### src/rtl/prewish_mentor_fifo_if.sv
// Strobe/data bus used on both sides of the mentor FIFO.
//   stb : strobe (student side: async capture request; blinky side: replay pulse)
//   dat : data word, DATA_W bits
//   master drives stb/dat, slave observes them.
interface prewish_mentor_fifo_if #(
  parameter int unsigned DATA_W = 8
);
  logic              stb;
  logic [DATA_W-1:0] dat;

  modport master (output stb, output dat);
  modport slave  (input  stb, input  dat);
endinterface

### src/rtl/prewish_mentor_fifo.sv
// Mentor FIFO: captures student strobes through a synchroniser, buffers the
// words in a DEPTH-entry circular FIFO and replays each one to the blinky as a
// STB_LEN-cycle pulse followed by at least GAP_LEN low cycles.
//   CLK_I    : clock, posedge
//   RST_I    : async active-low reset
//   student  : slave bus, async strobe/data from the student
//   blinky   : master bus, replay strobe/data to the blinky
//   COUNT_O  : words held in the FIFO
//   FULL_O   : COUNT_O == DEPTH
//   OVF_O    : sticky, a word was dropped because the FIFO was full
//   o_alive  : toggles per accepted word, resets to 1
module prewish_mentor_fifo #(
  parameter  int unsigned DATA_W      = 8,
  parameter  int unsigned DEPTH       = 4,
  parameter  int unsigned SYNC_STAGES = 2,
  parameter  int unsigned STB_LEN     = 1,
  parameter  int unsigned GAP_LEN     = 1,
  localparam int unsigned CNT_W       = $clog2(DEPTH + 1)
) (
  input  logic                  CLK_I,
  input  logic                  RST_I,
  prewish_mentor_fifo_if.slave  student,
  prewish_mentor_fifo_if.master blinky,
  output logic [CNT_W-1:0]      COUNT_O,
  output logic                  FULL_O,
  output logic                  OVF_O,
  output logic                  o_alive
);

  localparam int unsigned PTR_W   = $clog2(DEPTH);
  localparam int unsigned TMR_MAX = (STB_LEN > GAP_LEN) ? STB_LEN : GAP_LEN;
  localparam int unsigned TMR_W   = (TMR_MAX > 1) ? $clog2(TMR_MAX) : 1;

  typedef enum logic [1:0] {
    ST_IDLE   = 2'd0,
    ST_STROBE = 2'd1,
    ST_GAP    = 2'd2
  } state_t;

  logic [SYNC_STAGES-1:0]             r_stb_sync;
  logic [SYNC_STAGES-1:0][DATA_W-1:0] r_dat_sync;
  logic                               r_stb_d;
  logic                               w_stb_s;
  logic [DATA_W-1:0]                  w_dat_s;
  logic                               w_push_req;

  logic [DEPTH-1:0][DATA_W-1:0]       r_mem;
  logic [PTR_W-1:0]                   r_wr_ptr;
  logic [PTR_W-1:0]                   r_rd_ptr;
  logic [CNT_W-1:0]                   r_count;
  logic [CNT_W-1:0]                   w_count_nxt;
  logic                               r_full;
  logic                               w_full;
  logic                               w_push;
  logic                               w_drop;
  logic                               r_ovf;
  logic                               r_alive;

  state_t                             r_state;
  state_t                             w_state_nxt;
  logic [TMR_W-1:0]                   r_tmr;
  logic [TMR_W-1:0]                   w_tmr_nxt;
  logic                               w_pop;
  logic                               r_stb;
  logic [DATA_W-1:0]                  r_dat;

  assign w_stb_s    = r_stb_sync[SYNC_STAGES-1];
  assign w_dat_s    = r_dat_sync[SYNC_STAGES-1];
  assign w_push_req = w_stb_s & ~r_stb_d;

  // A full FIFO still accepts a word when the head leaves on the same edge.
  assign w_full = (r_count == CNT_W'(DEPTH));
  assign w_push = w_push_req & (~w_full | w_pop);
  assign w_drop = w_push_req & w_full & ~w_pop;

  // Synchronisers; reset to 0 so STB_I held high over reset release is one rise.
  always_ff @(posedge CLK_I or negedge RST_I) begin
    if (!RST_I) begin
      r_stb_sync <= '0;
      r_dat_sync <= '0;
      r_stb_d    <= 1'b0;
    end else begin
      r_stb_sync <= {r_stb_sync[SYNC_STAGES-2:0], student.stb};
      r_dat_sync <= {r_dat_sync[SYNC_STAGES-2:0], student.dat};
      r_stb_d    <= w_stb_s;
    end
  end

  // Occupancy next value.
  always_comb begin
    w_count_nxt = r_count;
    case ({w_push, w_pop})
      2'b10:   w_count_nxt = r_count + CNT_W'(1);
      2'b01:   w_count_nxt = r_count - CNT_W'(1);
      default: w_count_nxt = r_count;
    endcase
  end

  // FIFO storage, pointers and status flags.
  always_ff @(posedge CLK_I or negedge RST_I) begin
    if (!RST_I) begin
      r_mem    <= '0;
      r_wr_ptr <= '0;
      r_rd_ptr <= '0;
      r_count  <= '0;
      r_full   <= 1'b0;
      r_ovf    <= 1'b0;
      r_alive  <= 1'b1;
    end else begin
      if (w_push) begin
        r_mem[r_wr_ptr] <= w_dat_s;
        r_wr_ptr        <= r_wr_ptr + PTR_W'(1);
      end
      if (w_pop) begin
        r_rd_ptr <= r_rd_ptr + PTR_W'(1);
      end
      r_count <= w_count_nxt;
      r_full  <= (w_count_nxt == CNT_W'(DEPTH));
      r_ovf   <= r_ovf | w_drop;
      r_alive <= r_alive ^ w_push;
    end
  end

  // Output FSM next-state: pop in IDLE, hold pulse, then enforce the gap.
  always_comb begin
    w_state_nxt = r_state;
    w_tmr_nxt   = r_tmr;
    w_pop       = 1'b0;
    case (r_state)
      ST_IDLE: begin
        if (r_count != '0) begin
          w_pop       = 1'b1;
          w_tmr_nxt   = TMR_W'(STB_LEN - 1);
          w_state_nxt = ST_STROBE;
        end
      end
      ST_STROBE: begin
        if (r_tmr == '0) begin
          w_tmr_nxt   = TMR_W'(GAP_LEN - 1);
          w_state_nxt = ST_GAP;
        end else begin
          w_tmr_nxt = r_tmr - TMR_W'(1);
        end
      end
      ST_GAP: begin
        if (r_tmr == '0) begin
          w_state_nxt = ST_IDLE;
        end else begin
          w_tmr_nxt = r_tmr - TMR_W'(1);
        end
      end
      default: begin
        w_state_nxt = ST_IDLE;
        w_tmr_nxt   = '0;
      end
    endcase
  end

  // FSM state and registered blinky outputs; DAT_O only changes on a pop.
  always_ff @(posedge CLK_I or negedge RST_I) begin
    if (!RST_I) begin
      r_state <= ST_IDLE;
      r_tmr   <= '0;
      r_stb   <= 1'b0;
      r_dat   <= '0;
    end else begin
      r_state <= w_state_nxt;
      r_tmr   <= w_tmr_nxt;
      r_stb   <= (w_state_nxt == ST_STROBE);
      if (w_pop) begin
        r_dat <= r_mem[r_rd_ptr];
      end
    end
  end

  assign blinky.stb = r_stb;
  assign blinky.dat = r_dat;
  assign COUNT_O    = r_count;
  assign FULL_O     = r_full;
  assign OVF_O      = r_ovf;
  assign o_alive    = r_alive;

endmodule

### src/flat_wrapper.sv
// flat-port wrapper written by rule: the top's interface ports become plain ports
module prewish_mentor_fifo_flat 
#(
  parameter  int unsigned DATA_W      = 8,
  parameter  int unsigned DEPTH       = 4,
  parameter  int unsigned SYNC_STAGES = 2,
  parameter  int unsigned STB_LEN     = 1,
  parameter  int unsigned GAP_LEN     = 1,
  localparam int unsigned CNT_W       = $clog2(DEPTH + 1)
)
  (CLK_I, RST_I, COUNT_O, FULL_O, OVF_O, o_alive, student_stb, student_dat, blinky_stb, blinky_dat);
  prewish_mentor_fifo_if #(.DATA_W(DATA_W)) student_i ();
  prewish_mentor_fifo_if #(.DATA_W(DATA_W)) blinky_i ();
  input  logic CLK_I;
  input  logic RST_I;
  output logic [CNT_W-1:0] COUNT_O;
  output logic FULL_O;
  output logic OVF_O;
  output logic o_alive;
  input wire logic [$bits(student_i.stb)-1:0] student_stb;
  input wire logic [$bits(student_i.dat)-1:0] student_dat;
  output wire logic [$bits(blinky_i.stb)-1:0] blinky_stb;
  output wire logic [$bits(blinky_i.dat)-1:0] blinky_dat;
  assign student_i.stb = student_stb;
  assign student_i.dat = student_dat;
  assign blinky_stb = blinky_i.stb;
  assign blinky_dat = blinky_i.dat;
  prewish_mentor_fifo #(.DATA_W(DATA_W), .DEPTH(DEPTH), .SYNC_STAGES(SYNC_STAGES), .STB_LEN(STB_LEN), .GAP_LEN(GAP_LEN)) u_core (.CLK_I(CLK_I), .RST_I(RST_I), .student(student_i), .blinky(blinky_i), .COUNT_O(COUNT_O), .FULL_O(FULL_O), .OVF_O(OVF_O), .o_alive(o_alive));
endmodule
### config.mk
export PLATFORM = sky130hd
export DESIGN_NAME = prewish_mentor_fifo_flat
export DESIGN_NICKNAME = d
export VERILOG_FILES = /design/src/rtl/prewish_mentor_fifo_if.sv /design/src/rtl/prewish_mentor_fifo.sv /design/src/flat_wrapper.sv
export SDC_FILE = /design/constraint.sdc
export NUM_CORES = 1
export LEC_CHECK = 0
export BUFFER_PORTS_ARGS = -buffer_cell sky130_fd_sc_hd__buf_2
export CAP_MARGIN = 20
export CORE_ASPECT_RATIO = 0.6
export CORE_UTILIZATION = 35
export CTS_CLUSTER_DIAMETER = 80
export CTS_CLUSTER_SIZE = 24
export DETAILED_ROUTE_END_ITERATION = 10
export SYNTH_ARGS = -nofsm -noshare
export SYNTH_HDL_FRONTEND = slang
export SYNTH_SLANG_ARGS = --single-unit
### constraint.sdc
create_clock -name CLK_I -period 3.47 [get_ports CLK_I]
set_input_delay 1.041 -clock CLK_I [delete_from_list [all_inputs] [get_ports CLK_I]]
set_output_delay 1.041 -clock CLK_I [all_outputs]
set_load 0.005 [all_outputs]
# After elaboration in Yosys (flattened, before gate mapping)
# Index checks and enable logic that the tools add are counted.
[word_totals] regBits=73 in_bits=11 out_inout_bits=15 word_cells=63
[classes] add_sub_neg=5 n_lt_le_gt_ge=3 n_eq_ne=8 muxes=15 bitwise=10 reduce_logical=4
[op_table] operator="32-bit bitwise mux" count=1
[op_table] operator="8-bit binary-select mux with 2-bit select" count=1
[op_table] operator="8-bit demux with 2-bit select" count=1
[op_table] operator="8-bit 2-to-1 mux" count=2
[op_table] operator="2-bit by 1-bit == test with 1-bit output, second input constant" count=3
[op_table] operator="3-bit == test, second input constant" count=2
[op_table] operator="2-bit by 3-bit less-than comparator with 1-bit output, second input constant" count=2
[op_table] operator="2-bit 2-to-1 mux" count=3
[op_table] operator="2-bit case mux with 3 select lines" count=1
[op_table] operator="3-bit case mux with 2 select lines" count=1
[op_table] operator="2-bit by 1-bit adder with 2-bit output, second input constant" count=2
[op_table] operator="1-bit bitwise AND" count=4
[op_table] operator="2-bit == test, second input constant" count=2
[op_table] operator="1-bit 2-to-1 mux" count=4
[op_table] operator="3-bit by 1-bit adder with 3-bit output, second input constant" count=1
[op_table] operator="1-bit NOT" count=3
[op_table] operator="3-bit nonzero test" count=1
[op_table] operator="3-bit by 1-bit subtractor with 3-bit output, second input constant" count=1
[op_table] operator="2-bit by 1-bit greater-or-equal comparator with 1-bit output, second input constant" count=1
[op_table] operator="2-bit logical NOT" count=1
[op_table] operator="2-bit by 1-bit != test with 1-bit output, second input constant" count=1
[op_table] operator="1-bit OR" count=2
[op_table] operator="1-bit case mux with 2 select lines" count=1
[op_table] operator="2-bit OR reduction" count=1
[op_table] operator="3 further kinds" count=3

# Logic depth before layout (Yosys ltp)
# Gate-level depths: netlist of the first run.
[logic_depth] depth_word=8 ltp_mapped=10 ltp_nobuf=9

# Worst setup path after synthesis of the first run
# No wires, ideal clock.
[synth_timing] path_type="flip-flop to flip-flop" startpoint="register u_core.r_count[0], in the netlist u_core.COUNT_O[0]" endpoint="register u_core.r_full, in the netlist u_core.FULL_O" setup_ns=0.094 t_arrival_ns=2.430 t_required_ns=3.376 path_slack_ns=0.946 stages_incl_launch_ff=10 n_path_buf=0 synth_period_minus_slack_ns=2.524 path_cell_list="dfrtp_1 > nor3b_4 > a21oi_2 > inv_1 > ha_1 > inv_1 > fa_1 > xor2_1 > or3_1 > a211oi_1"
[synth_between] elab_chain_cells=8 elab_cells_between_ends=13
[synth_rtl] element="start, declared" line="prewish_mentor_fifo.sv:50" rtl="logic [CNT_W-1:0] r_count;"
[synth_rtl] element="start signal, assigned" line="prewish_mentor_fifo.sv:117" rtl="r_count <= w_count_nxt;"
[synth_rtl] element="3-bit nonzero test" line="prewish_mentor_fifo.sv:131" rtl="if (r_count != '0) begin"
[synth_rtl] element="1-bit 2-to-1 mux" line="prewish_mentor_fifo.sv:131"
[synth_rtl] element="1-bit 2-to-1 mux" line="prewish_mentor_fifo.sv:129" rtl="case (r_state)"
[synth_rtl] element="1-bit OR" line="prewish_mentor_fifo.sv:73" rtl="assign w_push = w_push_req & (~w_full | w_pop);"
[synth_rtl] element="1-bit bitwise AND" line="prewish_mentor_fifo.sv:73"
[synth_rtl] element="2-bit by 1-bit == test with 1-bit output / 2-bit == test (equally long branches)" line="prewish_mentor_fifo.sv:92" rtl="case ({w_push, w_pop})"
[synth_rtl] element="3-bit case mux with 2 select lines *" line="prewish_mentor_fifo.sv:92"
[synth_rtl] element="3-bit == test *" line="prewish_mentor_fifo.sv:118" rtl="r_full <= (w_count_nxt == CNT_W'(DEPTH));"
[synth_rtl] element="end signal, assigned" line="prewish_mentor_fifo.sv:118"
[synth_rtl] element="end, declared" line="prewish_mentor_fifo.sv:52" rtl="logic r_full;"
# Every way passes the cells marked *; elsewhere a longest branch is shown, timed or not.
# A chain may end at the register's enable or synchronous reset.

# Final worst setup path of the first run
[layout_timing] startpoint="register u_core.r_state[1]" endpoint="register u_core.r_full, in the netlist u_core.FULL_O"
[layout_between] elab_chain_cells=7 elab_cells_between_ends=8
[layout_rtl] element="start, declared" line="prewish_mentor_fifo.sv:59" rtl="state_t r_state;"
[layout_rtl] element="start signal, assigned" line="prewish_mentor_fifo.sv:167" rtl="r_state <= w_state_nxt;"
[layout_rtl] element="2-bit logical NOT *" line="prewish_mentor_fifo.sv:129"
[layout_rtl] element="1-bit 2-to-1 mux *" line="prewish_mentor_fifo.sv:129"
[layout_rtl] element="net u_core.w_pop" line="prewish_mentor_fifo.sv:63" rtl="logic w_pop;"
[layout_rtl] element="1-bit OR" line="prewish_mentor_fifo.sv:73"
[layout_rtl] element="1-bit bitwise AND" line="prewish_mentor_fifo.sv:73"
[layout_rtl] element="2-bit by 1-bit == test with 1-bit output / 2-bit == test (equally long branches)" line="prewish_mentor_fifo.sv:92"
[layout_rtl] element="3-bit case mux with 2 select lines *" line="prewish_mentor_fifo.sv:92"
[layout_rtl] element="3-bit == test *" line="prewish_mentor_fifo.sv:118"
# The timed path passes the listed nets; every way through them passes the cells marked *.

==> impl_metrics.toml, run 1 <==
[status]
status = "finished clean"

[clock_tree]
cts_max_level = 3
cts_hold_buffers = 0
cts.sinks = 72
cts.path.max_buffers = 2
cts_tree = "done"
cts_resized = 0
path_clk_slew_ns = 0.05
postCtsSetupRepairBufs = 0
numCtsBuffers = 9
clkLatencyLatePin_ns = 0.33
ctsRootBufferMaster = "clkbuf_16"

[timing]
setup_violations = 0
fin_crit_sh_pct = 78.2
drv_slew = 0
worst_slew_pin_slew_ns = 0.614
finalHoldViolCount = 0
finalWorstSetupSlack_ns = 0.756
maxSlewHeadroom_pct = 59.0
fin_tns_setup_ns = 0
rsz0062_at_grt = "no"
period_needed_ns = 2.71
fmax_mhz = 368
skew_ns = 0.00530

[logic_synthesis]
synthXorXnorAreaFrac_pct = 1.85
ys_ff_latch = 72
synth_nets = 185
avgSynthCellArea_um2 = 16.9
synth_top_family_by_area = "multiplexers"
ys_warn_count = 0
synth_ff_type = "dfrtp_1"
syn-instance-count = 168
ys_top_cells_by_area = "dfrtp_1, mux2_2, mux4_2, a211oi_4, ha_1"
yosys.area.top_type = "dfrtp_1"
synth_mux_area_share_pct = 22.9
synthAdderAreaFrac_pct = 2.90
synth_area_um2 = 2840
async_flop_share_pct = 100
synth_compound_area_share_pct = 3.83
yosys.area_share.simple_pct = 2.90
synth_edf_count = 0
synth_cell_types = 30
yosysTopAreaCellShare_pct = 62.5
ys_seq_area_share_pct = 63.4

[drt]
drt_wl_total_um = 4740
drt.antenna.violating_nets = 0
vias_per_cell = 4.47
routedWlPerCell_um = 15.0
drtPass1Iterations = 4
vias = 1407
initialDrtViolationCount = 38
drc = 0

[final_layout]
fillers = 725
multi_input_area_um2 = 978
nets = 219
diodes = 0
syn_to_final_growth_pct = 19.3
layout.area.seq_um2 = 1800
post_route_cells_drive_above_1_share_pct = 47.3

[pwr]
cellLeakagePower_nw = 1.48
power.density_nw_per_um2 = 975
vdd_drop_max_mv = 0.334

[worst_setup_path]
arrival_ns = 2.95
reg2reg_slack_ns = 0.76
criticalPathCategory = "reg -> reg"
reg2regPathDepth = 8
cp-end-kind = "register"
regToRegEndpoint = "u_core.FULL_O$_DFF_PN0_"
critPathMaxFanout = 10
r2r-start = "u_core.r_state[1]$_DFF_PN0_"
start_kind = "register"
crit_required_ns = 3.71
startpoint = "u_core.r_state[1]$_DFF_PN0_"
crit_path_end = "u_core.FULL_O$_DFF_PN0_"

[place]
port_buffers = 25
routabilityCongestion = 0.741
post-place-ws_ns = 0.725
place_hpwl_um = 3180

[die]
start_util_pct = 36.1
pin_count = 26
die_h_um = 71.8
rows = 25
die_x_um = 118
die_area_um2 = 8500
core_area_um2 = 7880

[hold_path]
hp-class = "reg -> reg"

[job]
drv_cap = 0

[global_routing]
grt_pass1_vias = 1472
grt_max_degree = 31
track_usage_pct = 13.4
overflow = 0
grt_pass1_wl_um = 8000
antenna_found_initial = 0
-- synthesized netlist by cell type (2+ instances only) --
| cell | n |
|---|---|
| mux4_2 | 8 |
| ha_1 | 5 |
| a211oi_4 | 4 |
| dfrtp_1 | 71 |
| nor2_1 | 2 |
| nand2_1 | 2 |
| inv_1 | 10 |
| xnor2_1 | 2 |
| mux2_2 | 40 |
| xor2_1 | 4 |
-- report_power, final --
group	switching, mW	internal, mW
clock network	0.330	0.574
logic	0.416	0.588
registers	0.226	1.17
total	0.973	2.34
-- metrics by stage --
stage | cells | hold WS [ns] | cell area, µm² | util (%) | power (mW)
3_5_place_dp | 299 | 0.335 | 3090 | 39.3 | 2.44
6_report | 315 | 0.346 | 3390 | 43.0 | 3.31
5_1_grt | 315 | 0.359 | 3390 | 43.0 | 3.55
2_1_floorplan | 168 | 0.331 | 2840 | - | 2.16
4_1_cts | 315 | 0.345 | 3390 | 43.0 | 3.37
3_3_place_gp | 299 | 0.332 | 3090 | 39.3 | 2.42
-- registers in the layout, summed over array words and instances, names as in the netlist --
register	count
u_core.r_mem	32
u_core.blinky.dat	8
u_core.r_dat_sync	8
u_core.w_dat_s	8
u_core.COUNT_O	3
u_core.r_rd_ptr	2
u_core.r_state	2
u_core.r_stb_sync	2
u_core.r_wr_ptr	2
u_core.FULL_O	1
u_core.OVF_O	1
u_core.blinky.stb	1
u_core.o_alive	1
u_core.r_stb_d	1
-- routing by layer --
metal  share of wire (%)  vias to the layer above  track usage (%)
li1                    -                      652                -
met1                  48                      710             17.9
met2                  43                       32             17.8
met3                 7.1                       13             7.72
met4                 1.6                        0             5.49
met5                   0                        -                0
-- layout make-up --
cell class                      instances  share of cell area, %
Timing Repair Buffer                   27                   4.13
Sequential cell                        72                   53.1
Clock inverter                          5                   1.66
Tap cell                              108                   3.98
Multi-Input combinational cell         82                   28.8
Inverter                               10                   1.11
Clock buffer                           11                   7.15
-- worst min-delay path by stage --
| stage | from | to | slack (ns) | cells past startpoint |
|---|---|---|---|---|
| after floorplan | u_core.r_stb_sync[0]$_DFF_PN0_ | u_core.r_stb_sync[1]$_DFF_PN0_ | 0.33 | 0 |
| after global placement | u_core.r_dat_sync[1]$_DFF_PN0_ | u_core.w_dat_s[1]$_DFF_PN0_ | 0.33 | 0 |
| after detailed placement | u_core.r_stb_sync[0]$_DFF_PN0_ | u_core.r_stb_sync[1]$_DFF_PN0_ | 0.33 | 0 |
| after CTS | u_core.r_dat_sync[0]$_DFF_PN0_ | u_core.w_dat_s[0]$_DFF_PN0_ | 0.34 | 0 |
| after global routing | u_core.r_dat_sync[7]$_DFF_PN0_ | u_core.w_dat_s[7]$_DFF_PN0_ | 0.36 | 0 |
| final | u_core.r_dat_sync[0]$_DFF_PN0_ | u_core.w_dat_s[0]$_DFF_PN0_ | 0.35 | 0 |
-- placed cells by master, fill, tap and decap left out, types with 2 or more instances in the layout --
cell	netlist	layout
clkbuf_16	0	9
buf_4	0	2
ha_1	5	5
inv_1	10	10
clkinv_2	0	2
mux4_2	8	8
xor2_1	4	4
nand2_1	2	2
nor2_1	2	2
dfrtp_1	71	71
a211oi_4	4	4
xnor2_1	2	2
buf_2	1	25
mux2_2	40	40
-- critical path: stages (launching register included) --
cell      delay, ns
dfrtp_1        0.37
or2_1          0.46
nor2_4         0.40
ha_1           0.24
inv_1          0.06
fa_1           0.37
xor2_1         0.15
or3_1          0.33
a211oi_1       0.25
-- logic make-up after synthesis --
family                   count (synthesis)
multiplexers                            50
flip-flops                              72
XOR/XNOR                                 6
AO/OA/AOI/OAI                            8
adder cells (fa/ha/maj)                  6
AND/OR/NAND/NOR                         12
buffers and inverters                   14
Note: power is estimated with default switching activity, not from simulation.
==> run 2, diff against run 1 <==
Clock period 3.47 ns to 2.2 ns, I/O delays scaled along.
==> run 2 against run 1 <==
  * The flow now finishes with violations (DRC)
  * Highest routed layer unchanged
  * Die area stayed put
  * Worst hold slack worse by 0.074 ns
  * Largest cell class unchanged
  * Cell area is 3.0% higher
  * Final cell count is 4.1% higher
  * First-iteration DRC count is 66% higher
  * Via count is 3.4% higher
  * Fmax is 29% higher
  * Flip-flop and latch count stayed put
  * Worst setup slack worse by 0.67 ns
  * Wire length is 2.4% higher
  * Clock skew is 0.0014 ns lower
==> impl_metrics.toml, run 2 (synthesis gave the netlist of run 1 again) <==
[worst_setup_path]
crit_required_ns = 2.44
startpoint = "u_core.COUNT_O[1]$_DFF_PN0_"
reg2reg_slack_ns = 0.09
critPathMaxFanout = 3
regToRegEndpoint = "u_core.FULL_O$_DFF_PN0_"
start_kind = "register"
reg2regPathDepth = 9
arrival_ns = 2.35
criticalPathCategory = "reg -> reg"
r2r-start = "u_core.COUNT_O[1]$_DFF_PN0_"
cp-end-kind = "register"

[pwr]
p_total_mw = 5.27
cellLeakagePower_nw = 1.55
power.density_nw_per_um2 = 1510
vdd_drop_max_mv = 0.622

[timing]
maxSlewHeadroom_pct = 68.8
finalWorstSetupSlack_ns = 0.0887
drv_slew = 0
fmax_mhz = 474
period_needed_ns = 2.11
fin_crit_sh_pct = 96.0
rsz0062_at_grt = "no"
worst_slew_pin_slew_ns = 0.469
setup_violations = 0
skew_ns = 0.00390
holdWs_ns = 0.271
finalHoldViolCount = 0

[drt]
routedWlPerCell_um = 14.8
drt.antenna.violating_nets = 0
drtPass1Iterations = 7
drt_wl_total_um = 4850
vias_per_cell = 4.44
initialDrtViolationCount = 63
vias = 1455
drc = 2

[status]
violations = "DRC"
status = "finished with violations"

[clock_tree]
clkLatencyLatePin_ns = 0.33
ctsRootBufferMaster = "clkbuf_16"
cts_tree = "done"
numCtsBuffers = 9
cts_max_level = 3
cts.path.max_buffers = 2
cts_hold_buffers = 0
cts.sinks = 72
path_clk_slew_ns = 0.05

[place]
dp.cells = 311
routabilityCongestion = 0.734
place_hpwl_um = 3110
post-place-ws_ns = 0.0129
port_buffers = 25

[die]
rows = 25
die_x_um = 118
start_util_pct = 36.1
die_area_um2 = 8500
die_h_um = 71.8
core_area_um2 = 7880
pin_count = 26

[final_layout]
post_route_cells_drive_above_1_share_pct = 53.2
largest_reg_flops = 32
fillers = 714
syn_to_final_growth_pct = 22.9
layout_common_cells = "dfrtp_1, mux2_2, buf_2"
largest_register = "u_core.r_mem"
diodes = 0
stdcell_count = 328
multi_input_area_um2 = 1000
fin_util_pct = 44.3
layout_commonest_cell = "dfrtp_1"
layout.area.seq_um2 = 1800
nets = 235

[global_routing]
overflow = 0
grt_pass1_vias = 1580
grt_pass1_wl_um = 8160
track_usage_pct = 13.4
grt_max_degree = 56
antenna_found_initial = 0

[hold_path]
hp-class = "in -> async"

[job]
drv_cap = 0
## run 2: how the worst max path moves through the flow
| stage | to | slack [ns] | depth (start not counted) |
|---|---|---|---|
| after floorplan | u_core.FULL_O$_DFF_PN0_ | -0.23 | 9 |
| after global placement | u_core.FULL_O$_DFF_PN0_ | 0.10 | 8 |
| after detailed placement | u_core.FULL_O$_DFF_PN0_ | 0.01 | 9 |
| after CTS | u_core.FULL_O$_DFF_PN0_ | 0.009 | 9 |
| after global routing | u_core.FULL_O$_DFF_PN0_ | 0.01 | 9 |
| final | u_core.FULL_O$_DFF_PN0_ | 0.09 | 9 |
## run 2: power by group
group | switching [mW] | internal (mW)
clock network | 0.490 | 0.739
registers | 0.291 | 1.86
logic | 0.792 | 1.10
## run 2: critical path: stages (launching register included)
cell and delay [ns]:
dfrtp_1 0.42, nor3b_4 0.27, a21oi_2 0.10, inv_2 0.07, ha_4 0.13, inv_2 0.04
fa_2 0.32, xor2_1 0.15, or3_4 0.34, a211oi_2 0.18
## run 2: final cells by class
class	count	share of cell area, %
tap	108	3.87
clock inverter	2	0.286
sequential	72	51.6
timing repair buffer	43	7.80
clock buffer	11	6.66
inverter	10	1.07
multi-input combinational	82	28.7
## run 2: per-stage QoR
| step | setup TNS [ns] | cell area, µm² |
|---|---|---|
| floorplan | -0.304 | 2850 |
| global placement | 0 | 3200 |
| detailed placement | 0 | 3200 |
| CTS | 0 | 3470 |
| global route | 0 | 3500 |
| finish | 0 | 3500 |
## run 2: routing by layer
metal	GRT usage (%)	vias to the layer above	part of all wire [%]
met3	6.53	8	4.9
met2	19.2	26	42
met4	5.06	0	1.6
met1	17.6	741	51
li1	-	680	-
met5	0	-	0
## run 2: what timing repair did
| item | CTS | global route |
|---|---|---|
| gates resized for setup | 1 | 3 |
| endpoints found under the setup margin | 1 | 1 |
| pin swaps | 1 | 2 |
| setup buffers | 2 | 2 |
